$ cat config.mk
export PLATFORM = sky130hd
export DESIGN_NAME = ppu_vram_arbiter
export DESIGN_NICKNAME = d
export VERILOG_FILES = /design/src/rtl/ppu_vram_arbiter.sv
export SDC_FILE = /design/constraint.sdc
export NUM_CORES = 1
export LEC_CHECK = 0
export CORE_MARGIN = 1.5
export CORE_UTILIZATION = 42
export DETAILED_ROUTE_END_ITERATION = 8
export PLACE_DENSITY = 0.85
export SETUP_SLACK_MARGIN = 0.2
export SLEW_MARGIN = 20
export SYNTH_ARGS = -nofsm -noshare
export SYNTH_HDL_FRONTEND = slang
export SYNTH_SLANG_ARGS = --single-unit
$ cat constraint.sdc
create_clock -name clk -period 4.74 [get_ports clk]
set_input_delay 0.474 -clock clk [delete_from_list [all_inputs] [get_ports clk]]
set_output_delay 0.474 -clock clk [all_outputs]
set_load 0.01 [all_outputs]
$ cat src/rtl/ppu_vram_arbiter.sv
// Two-clock VRAM/CHR port sequencer shared by the render fetcher, CPU PPUDATA and debug/DMA.
// Fixed priority render > cpu > dbg, with a CPU starvation guard that pre-empts render.
module ppu_vram_arbiter #(
    parameter int ADDR_W   = 14,
    parameter int DATA_W   = 8,
    parameter int MAX_WAIT = 4
) (
    input  logic              clk,
    input  logic              rst_n,
    input  logic              mem_en,
    input  logic              render_req,
    input  logic [ADDR_W-1:0] render_addr,
    output logic              render_gnt,
    output logic              render_rvalid,
    input  logic              cpu_req,
    input  logic              cpu_we,
    input  logic [ADDR_W-1:0] cpu_addr,
    input  logic [DATA_W-1:0] cpu_wdata,
    output logic              cpu_gnt,
    output logic              cpu_rvalid,
    input  logic              dbg_req,
    input  logic              dbg_we,
    input  logic [ADDR_W-1:0] dbg_addr,
    input  logic [DATA_W-1:0] dbg_wdata,
    output logic              dbg_gnt,
    output logic              dbg_rvalid,
    output logic [DATA_W-1:0] rdata,
    output logic              mem_cs,
    output logic              mem_we,
    output logic [ADDR_W-1:0] mem_addr,
    output logic [DATA_W-1:0] mem_wdata,
    input  logic [DATA_W-1:0] mem_rdata,
    output logic              busy
);

    typedef enum logic {ARB, BUSY} state_t;
    typedef enum logic [1:0] {SRC_NONE, SRC_RENDER, SRC_CPU, SRC_DBG} src_t;

    localparam logic [3:0] WAIT_LIMIT = 4'(MAX_WAIT);

    state_t     state;
    src_t       winner;
    src_t       owner;
    logic [3:0] cpu_wait;
    logic       take;

    always_comb begin
        winner = SRC_NONE;
        if (cpu_req && cpu_wait == WAIT_LIMIT) winner = SRC_CPU;
        else if (render_req)                   winner = SRC_RENDER;
        else if (cpu_req)                      winner = SRC_CPU;
        else if (dbg_req)                      winner = SRC_DBG;
    end

    assign take = (state == ARB) && mem_en && (winner != SRC_NONE);
    assign busy = (state == BUSY);

    always_ff @(posedge clk or negedge rst_n) begin
        if (!rst_n) begin
            state         <= ARB;
            owner         <= SRC_NONE;
            render_gnt    <= 1'b0;
            cpu_gnt       <= 1'b0;
            dbg_gnt       <= 1'b0;
            render_rvalid <= 1'b0;
            cpu_rvalid    <= 1'b0;
            dbg_rvalid    <= 1'b0;
            mem_cs        <= 1'b0;
            mem_we        <= 1'b0;
            mem_addr      <= '0;
            mem_wdata     <= '0;
            rdata         <= '0;
        end else begin
            render_gnt    <= 1'b0;
            cpu_gnt       <= 1'b0;
            dbg_gnt       <= 1'b0;
            render_rvalid <= 1'b0;
            cpu_rvalid    <= 1'b0;
            dbg_rvalid    <= 1'b0;
            mem_cs        <= 1'b0;
            mem_we        <= 1'b0;
            case (state)
                ARB: begin
                    if (take) begin
                        state  <= BUSY;
                        owner  <= winner;
                        mem_cs <= 1'b1;
                        case (winner)
                            SRC_RENDER: begin
                                render_gnt <= 1'b1;
                                mem_addr   <= render_addr;
                                mem_we     <= 1'b0;
                                mem_wdata  <= '0;
                            end
                            SRC_CPU: begin
                                cpu_gnt   <= 1'b1;
                                mem_addr  <= cpu_addr;
                                mem_we    <= cpu_we;
                                mem_wdata <= cpu_wdata;
                            end
                            SRC_DBG: begin
                                dbg_gnt   <= 1'b1;
                                mem_addr  <= dbg_addr;
                                mem_we    <= dbg_we;
                                mem_wdata <= dbg_wdata;
                            end
                            default: ;
                        endcase
                    end
                end
                BUSY: begin
                    state <= ARB;
                    // Read data is captured on the edge closing BUSY so it is valid in the return clock.
                    if (!mem_we) begin
                        rdata <= mem_rdata;
                        case (owner)
                            SRC_RENDER: render_rvalid <= 1'b1;
                            SRC_CPU:    cpu_rvalid    <= 1'b1;
                            SRC_DBG:    dbg_rvalid    <= 1'b1;
                            default: ;
                        endcase
                    end
                end
                default: state <= ARB;
            endcase
        end
    end

    always_ff @(posedge clk or negedge rst_n) begin
        if (!rst_n) begin
            cpu_wait <= '0;
        end else if (!cpu_req) begin
            cpu_wait <= '0;
        end else if (take) begin
            if (winner == SRC_CPU)          cpu_wait <= '0;
            else if (cpu_wait < WAIT_LIMIT) cpu_wait <= cpu_wait + 4'd1;
        end
    end

endmodule

==> impl_metrics.env <==
export IMPL_die_w_um=73.60
export IMPL_area_delta_synth_final_pct=59.06
export IMPL_netlist_instances=203
export IMPL_p_per_area_mw_per_mm2=311.0
export IMPL_min_period_ns=2.041
export IMPL_synth_compound_area_share_pct=18.89
export IMPL_setup_viol=0
export IMPL_grt_total_usage_pct=22.20
export IMPL_boundaryPins=113
export IMPL_synth_ff_type="dfrtp_1"
export IMPL_muxShareOfSynthArea_pct=5.320
export IMPL_drt_first_iter_violations=148
export IMPL_route_detailed_drc=0
export IMPL_die_h_um=73.60
export IMPL_diodes=0
export IMPL_antenna_found_initial=0
export IMPL_grt_pass1_vias=1947
export IMPL_worstSkewPairLatency_ns=0.30
export IMPL_wirelength_mm=5.791
export IMPL_synth_top_family_by_area="compound AO/OA/AOI/OAI gates"
export IMPL_vias_per_cell=5.231
export IMPL_io_buffers=112
export IMPL_rsz0062_at_grt="no"
export IMPL_p_comb_share_pct=29.5
export IMPL_grt_pass1_wl_mm=8.976
export IMPL_worst_pin_slew_ns=0.8458
export IMPL_synth_async_reset_ratio_pct=100.0
export IMPL_slew_headroom_pct=43.49
export IMPL_crit_type="in -> reg"
export IMPL_postPlaceCellArea_mm2=0.003228
export IMPL_place_hpwl_mm=4.262
export IMPL_h_tree_depth=2
export IMPL_cp_max_fo=17
export IMPL_ys_seq_area_share_pct=52.60
export IMPL_place_ws_ns=2.397
export IMPL_synth_xor_area_share_pct=0
export IMPL_cts_tree="yes"
export IMPL_overflow=0
export IMPL_core_mm2=0.004755
export IMPL_ys_ff_latch=44
export IMPL_max_cap_violations=0
export IMPL_p_switching_mw=0.2717
export IMPL_post_cts_hold_buffer_count=0
export IMPL_fmaxAchievable_ghz=0.4898
export IMPL_start_kind="primary input"
export IMPL_synth_top_cell_by_area="dfrtp_1"
export IMPL_syn_avg_cell_area_um2=10.31
export IMPL_finalCritPeriodShare_pct=43.07
export IMPL_core_rowCount=25
export IMPL_intPower_mw=0.7639
export IMPL_ant_nets=0
export IMPL_finalHoldViolations=0
export IMPL_initial_core_util_pct=44.03
export IMPL_yosysMostFrequentCell="dfrtp_1"
export IMPL_numCtsBuffers=5
export IMPL_switching_share_pct=26.23
export IMPL_ir_drop_mv=0.1674
export IMPL_dr_total_vias=1972
export IMPL_crit_required_ns=4.92
export IMPL_leakage_nw=1.331
export IMPL_yosysWarnings=0
export IMPL_wl_per_cell_um=15.36
export IMPL_clk_path_buf_depth=2
export IMPL_clk_pin_slew_ns=0.08
export IMPL_syn_num_nets=279
export IMPL_cts_resized=0
export IMPL_synth_simple_area_share_pct=17.27
export IMPL_maxSlewViolCount=0
export IMPL_fin_setup_tns_ns=0
export IMPL_grt_max_degree=45
export IMPL_end_kind="register"
export IMPL_status="finished, final reports clean"
export IMPL_synth_edf_count=0
export IMPL_drive_gt1_share_pct=8.387
export IMPL_synth_cell_types=38
export IMPL_synth_top_area_share_pct=52.60
export IMPL_root_buffer="clkbuf_8"
export IMPL_postLayoutSetupSlackWorst_ns=2.699
export IMPL_synthTopCellsByCount="44 x dfrtp_1, 39 x nor2_1, 17 x nor2b_1"
export IMPL_cp_data_arrival_time_ns=2.22
export IMPL_final_area_mm2=0.003329
export IMPL_yosys_area_share_adder_pct=1.195
export IMPL_cts_sinks=44
export IMPL_synthesis_area_mm2=0.002093
export IMPL_finClkSkew_ns=0.008364
export IMPL_nNetsFinal=387
export IMPL_synth_area_leaders="dfrtp_1 53%, nor2_1 7.0%, a221oi_1 5.4%, nor2b_1 5.1%, mux2_2 4.8%"
export IMPL_sequentialPowerShare_pct=44.3
export IMPL_clkPwrFrac_pct=26.2
export IMPL_die_area_mm2=0.005416
export IMPL_post_cts_buffers=0
export IMPL_hp_class="in -> async"
export IMPL_drt_pass1_iterations=4
export IMPL_gp_congestion=0.7394
export IMPL_power_total_mw=1.036
[metrics by stage]
| step | hold slack (ns) | util, % | instances |
|---|---|---|---|
| after floorplan | 0.1784 | - | 203 |
| after global placement | 0.4880 | 67.89 | 371 |
| after detailed placement | 0.4942 | 67.89 | 371 |
| after CTS | 0.3638 | 69.97 | 377 |
| after global routing | 0.1999 | 70.03 | 377 |
| final | 0.1594 | 70.03 | 377 |
[layout make-up]
type	instances	area [µm²]
Fill cell	394	1425
Timing Repair Buffer	114	1134
Sequential cell	44	1101
Multi-Input combinational cell	141	893.4
Tap cell	67	83.83
Clock buffer	5	68.82
Clock inverter	1	30.03
Inverter	5	18.77
[power by group through the flow]
stage	Sequential [mW]	Clock, mW	Combinational, mW
final	0.459	0.271	0.306
after global routing	0.464	0.293	0.331
after CTS	0.459	0.276	0.308
after detailed placement	0.466	0	0.307
after global placement	0.463	0	0.302
after floorplan	0.488	0	0.0929
[cell families (layout without fill, tap and decap cells)]
| kind of cell | after synthesis | after routing |
|---|---|---|
| AND/OR/NAND/NOR | 72 | 72 |
| AO/OA/AOI/OAI | 57 | 57 |
| flip-flops | 44 | 44 |
| buffers and inverters | 18 | 125 |
| multiplexers | 10 | 10 |
| adder cells (fa/ha/maj) | 2 | 2 |
[worst max-delay path: stages]
cell and delay (ns):
clkdlybuf4s50_1 0.77, nor2_1 0.13, o21a_1 0.38, a221oi_1 0.39, nor2_1 0.07
[registers in the layout, indices dropped and copies added (netlist names), 2 cells and up]
signal	cells
mem_addr	14
mem_wdata	8
rdata	8
cpu_wait	4
owner	2
[routing by layer]
layer  GRT usage (%)  vias to the layer above  share of wire [%]
met1           24.27                      954                 38
met4           7.613                        0                1.5
met5               0                        -                  0
met2           41.14                       78                 54
li1                -                      933                  -
met3           5.761                        7                6.7
[cell usage in the layout, fill, tap and decap left out, drive strengths merged, types with 2 or more instances in the layout]
cell type	synthesis	routed
nor2	39	39
a21oi	14	14
nand2	4	4
and3	2	2
mux2	9	9
o21ai	14	14
ha	2	2
buf	11	3
inv	5	5
a22oi	9	9
clkbuf	2	5
clkdlybuf4s50	0	111
and2	2	2
dfrtp	44	44
nand3b	2	2
a221oi	14	14
nor2b	17	17
[worst paths after layout]
check	from	end	slack [ns]	cells after the start
worst min-delay path	rst_n	cpu_wait[1]	0.16	1
max in group asynchronous	rst_n	mem_addr[3]	4.19	1
min in group clk	owner[1]	render_rvalid	0.50	1
worst min register to register	owner[1]	render_rvalid	0.50	1
worst max-delay path	dbg_req	mem_addr[9]	2.70	5
worst max register to register	cpu_wait[0]	mem_wdata[1]	2.85	6
No activity file was read; power rests on OpenSTA's default activity.
